**src/rtl/ahbl_pkg.sv**
```systemverilog
// Shared AHB-Lite encodings and types for the instruction-fetch prefetcher.
package ahbl_pkg;

   typedef enum logic [1:0] {
      HTRANS_IDLE   = 2'b00,
      HTRANS_BUSY   = 2'b01,
      HTRANS_NONSEQ = 2'b10,
      HTRANS_SEQ    = 2'b11
   } htrans_e;

   localparam logic [2:0] HSIZE_WORD = 3'b010;

   typedef enum logic {
      ST_RUN,
      ST_HOLD_RDR
   } fetch_state_e;

   typedef struct packed {
      logic [31:0] data;
      logic [31:0] pc;
      logic        err;
   } fetch_entry_t;

endpackage

```
**src/rtl/ifetch_fifo.sv**
```systemverilog
// Synchronous DEPTH-entry buffer of fetched words with their PCs and error flags.
module ifetch_fifo
   import ahbl_pkg::*;
#(
   parameter int DEPTH = 4,
   localparam int AW = $clog2(DEPTH),
   localparam int CW = AW + 1
) (
   input  logic         clk,
   input  logic         rst,
   input  logic         push,
   input  logic         pop,
   input  logic         flush,
   input  fetch_entry_t din,
   output logic [CW-1:0] count,
   output fetch_entry_t head
);

   fetch_entry_t   mem [DEPTH];
   logic [AW-1:0]  rd_ptr;
   logic [AW-1:0]  wr_ptr;

   // Flush wins over a same-edge push; pointers wrap naturally since DEPTH is a power of two.
   always_ff @(posedge clk) begin
      if (rst || flush) begin
         rd_ptr <= '0;
         wr_ptr <= '0;
         count  <= '0;
      end else begin
         if (push) wr_ptr <= wr_ptr + AW'(1);
         if (pop)  rd_ptr <= rd_ptr + AW'(1);
         count <= count + CW'(push) - CW'(pop);
      end
   end

   always_ff @(posedge clk) begin
      if (push && !flush) mem[wr_ptr] <= din;
   end

   assign head = mem[rd_ptr];

endmodule

```
**src/rtl/ahbl_ifetch_prefetch.sv**
```systemverilog
// AHB-Lite instruction prefetcher: issues sequential word reads, buffers the
// returned words and hands them to the core; redirects flush and restart.
module ahbl_ifetch_prefetch
   import ahbl_pkg::*;
#(
   parameter int          DEPTH    = 4,
   parameter logic [31:0] RESET_PC = 32'h0000_0000
) (
   input  logic        HCLK,
   input  logic        HRESET,
   output logic [31:0] HADDR,
   output logic [1:0]  HTRANS,
   output logic [2:0]  HSIZE,
   output logic        HWRITE,
   output logic [31:0] HWDATA,
   input  logic        HREADY,
   input  logic [31:0] HRDATA,
   input  logic        HRESP,
   output logic        instr_valid,
   output logic [31:0] instr_data,
   output logic [31:0] instr_pc,
   output logic        instr_err,
   input  logic        instr_ready,
   input  logic        redirect_valid,
   input  logic [31:0] redirect_pc
);

   localparam int CW = $clog2(DEPTH) + 1;

   fetch_state_e  state;
   logic          d_pend;
   logic          d_disc;
   logic [31:0]   d_pc;
   logic [31:0]   fetch_pc;
   logic [CW-1:0] count;
   logic [CW-1:0] count_next;
   fetch_entry_t  head;
   fetch_entry_t  beat;
   logic          a_pend;
   logic          a_acc;
   logic          d_done;
   logic          d_next;
   logic          push;
   logic          pop;
   logic          can_issue;
   logic [31:0]   rdr_base;

   assign a_pend   = (HTRANS == HTRANS_NONSEQ);
   assign a_acc    = a_pend & HREADY;
   assign d_done   = d_pend & HREADY;
   assign push     = d_done & ~d_disc;
   assign pop      = instr_valid & instr_ready;
   assign rdr_base = redirect_pc & 32'hFFFF_FFFC;
   assign beat     = '{data: HRDATA, pc: d_pc, err: HRESP};

   // Occupancy after this edge; a new address is issued only if its beat is guaranteed a slot.
   assign count_next = redirect_valid ? '0 : count + CW'(push) - CW'(pop);
   assign d_next     = a_acc | (d_pend & ~HREADY);
   assign can_issue  = (count_next + CW'(d_next)) < CW'(DEPTH);

   always_ff @(posedge HCLK) begin
      if (HRESET) begin
         HTRANS   <= HTRANS_IDLE;
         HADDR    <= RESET_PC;
         fetch_pc <= RESET_PC;
         d_pend   <= 1'b0;
         d_disc   <= 1'b0;
         d_pc     <= '0;
         state    <= ST_RUN;
      end else begin
         if (HREADY) begin
            d_pend <= a_pend;
            d_disc <= (state == ST_HOLD_RDR) | redirect_valid;
            d_pc   <= HADDR;
         end else if (redirect_valid) begin
            d_disc <= 1'b1;
         end

         // A stalled address cannot be retracted, so it is left on the bus as a discard.
         if (redirect_valid) begin
            if (a_pend && !HREADY) begin
               fetch_pc <= rdr_base;
               state    <= ST_HOLD_RDR;
            end else begin
               HTRANS   <= HTRANS_NONSEQ;
               HADDR    <= rdr_base;
               fetch_pc <= rdr_base + 32'd4;
               state    <= ST_RUN;
            end
         end else if (!a_pend || HREADY) begin
            state <= ST_RUN;
            if (can_issue) begin
               HTRANS   <= HTRANS_NONSEQ;
               HADDR    <= fetch_pc;
               fetch_pc <= fetch_pc + 32'd4;
            end else begin
               HTRANS <= HTRANS_IDLE;
            end
         end
      end
   end

   ifetch_fifo #(.DEPTH(DEPTH)) u_fifo (
      .clk   (HCLK),
      .rst   (HRESET),
      .push  (push),
      .pop   (pop),
      .flush (redirect_valid),
      .din   (beat),
      .count (count),
      .head  (head)
   );

   assign HSIZE  = HSIZE_WORD;
   assign HWRITE = 1'b0;
   assign HWDATA = '0;

   assign instr_valid = (count != '0);
   assign instr_data  = instr_valid ? head.data : '0;
   assign instr_pc    = instr_valid ? head.pc   : '0;
   assign instr_err   = instr_valid & head.err;

endmodule

```
**config.mk**
```make
export PLATFORM = sky130hd
export DESIGN_NAME = ahbl_ifetch_prefetch
export DESIGN_NICKNAME = d
export VERILOG_FILES = /design/src/rtl/ahbl_pkg.sv /design/src/rtl/ifetch_fifo.sv /design/src/rtl/ahbl_ifetch_prefetch.sv
export SDC_FILE = /design/constraint.sdc
export NUM_CORES = 1
export LEC_CHECK = 0
export BUFFER_PORTS_ARGS = -buffer_cell sky130_fd_sc_hd__buf_2
export CAP_MARGIN = 0
export CORE_MARGIN = 3
export CORE_UTILIZATION = 30
export DETAILED_ROUTE_END_ITERATION = 6
export GPL_TIMING_DRIVEN = 0
export PLACE_DENSITY_LB_ADDON = 0.12
export SYNTH_ARGS = -nofsm -noshare
export SYNTH_HDL_FRONTEND = slang
export SYNTH_SLANG_ARGS = --single-unit
```
**constraint.sdc**
```tcl
create_clock -name HCLK -period 3.55 [get_ports HCLK]
set_input_delay 0.355 -clock HCLK [delete_from_list [all_inputs] [get_ports HCLK]]
set_output_delay 0.355 -clock HCLK [all_outputs]
set_load 0.01 [all_outputs]
```
==> impl_metrics.json <==
{
  "synth_cell_type_count": 64,
  "yosys_warnings": 0,
  "post_dp_cell_area_um2": 17500,
  "grt_pass1_wl_mm": 64.8,
  "syn_area_um2": 15500,
  "clk_latency_ns": 0.55,
  "grtUsageTotal": 0.160,
  "cts_sinks": 361,
  "grt_setup_unrepaired": "true",
  "areaGrowthSynthToFinish_pct": 25.2,
  "die_w_um": 233,
  "grt_max_degree": 45,
  "crit_path_end_kind": "register",
  "tritoncts": "built",
  "violations": "setup timing",
  "htree_levels": 2,
  "crit_arrival_ns": 4.03,
  "report.final.hold_viol_count": 0,
  "synth_enable_flop_cells": 256,
  "path_clk_slew_ns": 0.06,
  "async_flop_share": 0,
  "rows": 82,
  "ys_ff_latch": 361,
  "firstDrtPassIters": 5,
  "finClkSkew_ns": 0.0185,
  "leakage_nw": 7.10,
  "min_period_over_period": 1.01,
  "drt_iter0_drc": 650,
  "ys.flop_type": "edfxtp_1",
  "initial_core_util": 0.306,
  "power.density_nw_per_um2": 499,
  "drive_above_1_share": 0.292,
  "antenna_cells": 0,
  "grt_pass1_vias": 10100,
  "dp_hpwl_mm": 30.1,
  "grt.overflow.total": 0,
  "seq_area_frac_synth": 0.631,
  "nets": 1465,
  "path_class": "reg -> reg",
  "dieArea_um2": 54500,
  "postSynthAreaPerCell_um2": 14.3,
  "drt-vias-per-instance": 4.80,
  "route.detailed.drc": 0,
  "peakVddDrop_v": 0.000278,
  "worst-slew-pin-transition_ns": 0.884,
  "vias": 9998,
  "cts_root_buf": "clkbuf_16",
  "avgRoutedWirePerCell_um": 21.0,
  "numCtsBuffers": 41,
  "ys_top_cells_by_area": "edfxtp_1 50%, dfxtp_1 14%, mux4_2 9.3%, mux2i_1 3.4%, and2_1 2.9%",
  "drv_cap": 0,
  "max_freq_mhz": 279,
  "outcome": "finished, violations left",
  "worst_slack_ns": -0.0405,
  "cts.path.max_buffers": 3,
  "portBuffers": 165,
  "dp_cells": 1965,
  "routed_wl_mm": 43.8,
  "start_kind": "register",
  "die_h_um": 233,
  "yosysTopAreaCellShare": 0.495,
  "synthCells": 1089,
  "fin_area_um2": 19400,
  "slew_violations": 0,
  "place_congestion": 0.875,
  "min_path_type": "in -> reg",
  "postRouteAntennaNets": 0,
  "period_needed_ns": 3.59,
  "antenna_found_initial": 2,
  "critPathMaxFanout": 6,
  "core_area_um2": 50700,
  "required_ns": 3.99,
  "setup_viol": 3,
  "ios": 206,
  "synth_area_leader_cell": "edfxtp_1",
  "slew_headroom": 0.405,
  "final_cells": 2085
}
[worst max-delay path, stage by stage, from the launching register on]
cell	delay (ns)
dfxtp_2	0.32
or3_4	0.38
and2_4	0.18
ha_4	0.25
inv_2	0.03
ha_4	0.14
fa_2	0.60
nand2_4	0.09
or4_4	0.60
a211oi_4	0.41
buf_6	0.18
a31oi_4	0.08
and3_1	0.22
[cell type report]
| cell class | instances | area, µm² |
|---|---|---|
| fill | 4915 | 31300 |
| buffer | 101 | 589 |
| clock inverter | 10 | 155 |
| tap | 672 | 841 |
| inverter | 15 | 56.3 |
| multi-input combinational | 644 | 5410 |
| timing repair buffer | 222 | 1420 |
| sequential | 361 | 9790 |
| clock buffer | 60 | 1160 |
[synthesized netlist by cell type, types with 6 or more instances]
cell type and count:
a211oi_1 33, a21oi_1 16, a311o_1 6, a311oi_1 14, and2_1 71, and3_1 11, and4_1 13, buf_1 18
buf_2 6, buf_4 41, clkbuf_1 37, dfxtp_1 105, edfxtp_1 256, ha_1 8, inv_1 15, mux2i_1 52
mux4_2 64, nand2_1 42, nand3_1 17, nand4_1 20, nor2_1 89, nor2b_1 10, nor3_1 21, nor4_1 12
o21ai_0 11, or3_1 8, xnor2_1 15, xor2_1 14
[report_power, final]
group	switching, mW	internal [mW]	total (mW)
Sequential	0.113	4.60	4.72
Clock	1.64	2.55	4.20
Combinational	0.454	0.334	0.788
[final timing paths]
check                                      from  slack, ns           endpoint  depth (start not counted)
worst min-delay path                 HRDATA[25]       0.05  u_fifo.mem[1][58]                          1
worst min register to register            state       0.49              state                          2
worst max register to register  u_fifo.count[1]      -0.04       fetch_pc[23]                         12
worst max-delay path            u_fifo.count[1]      -0.04       fetch_pc[23]                         12
[metal layers]
metal | wire length (µm) | up-vias | share of wire | GRT usage
li1 | - | 4689 | - | -
met5 | 0 | - | 0 | 0
met3 | 2410 | 68 | 0.055 | 0.0330
met4 | 967 | 0 | 0.022 | 0.0438
met2 | 21300 | 282 | 0.49 | 0.267
met1 | 19100 | 4959 | 0.44 | 0.211
[flip-flops by register name (all words and copies together) (netlist names), 2 cells and up, named ones only]
register / cells
u_fifo.mem: 256
d_pc: 31
fetch_pc: 30
u_fifo.wr_ptr: 2
u_fifo.count: 3
u_fifo.rd_ptr: 2
HADDR: 31
[repair_timing]
action	in CTS	in global routing
hold buffers	32	0
setup buffers	11	9
gates resized for setup	39	10
endpoints found under the hold margin	128	0
pin swaps	17	8
setup endpoints to repair	115	76
gates cloned	1	0
[placed cells by master (no fill, tap or decap), types with 37 or more instances in the layout]
cell       Yosys  routed
edfxtp_1     256     256
buf_2          6     170
dfxtp_1      105     103
nor2_1        89      89
and2_1        71      66
mux4_2        64      64
buf_4         41      61
mux2i_1       52      52
clkbuf_1      37      49
clkbuf_16      0      43
nand2_1       42      41
conb_1         2      37
[cell families after synthesis]
| family | Yosys count | share of synthesized area |
|---|---|---|
| compound gates | 108 | 0.0543 |
| xor+xnor | 30 | 0.0180 |
| fa+ha+maj | 9 | 0.00774 |
| buf+inv | 119 | 0.0401 |
| flops | 361 | 0.631 |
| mux | 121 | 0.130 |
| other cells | 2 | 0.000484 |
| simple gates | 339 | 0.119 |
[metrics by stage]
step | hold slack, ns | setup slack [ns] | TNS (ns) | util | power (mW)
finish | 0.0500 | -0.0405 | -0.0621 | 0.383 | 9.70
global route | 0.0182 | -0.101 | -0.384 | 0.383 | 10.1
CTS | 0.00239 | -0.117 | -0.344 | 0.382 | 9.84
detailed placement | 0.482 | -0.349 | -11.92 | 0.344 | 5.52
global placement | 0.488 | -1.80 | -463.23 | 0.342 | 5.51
floorplan | 0.454 | -0.0141 | -0.0141 | - | 5.18
(Power assumes the default switching activity.)
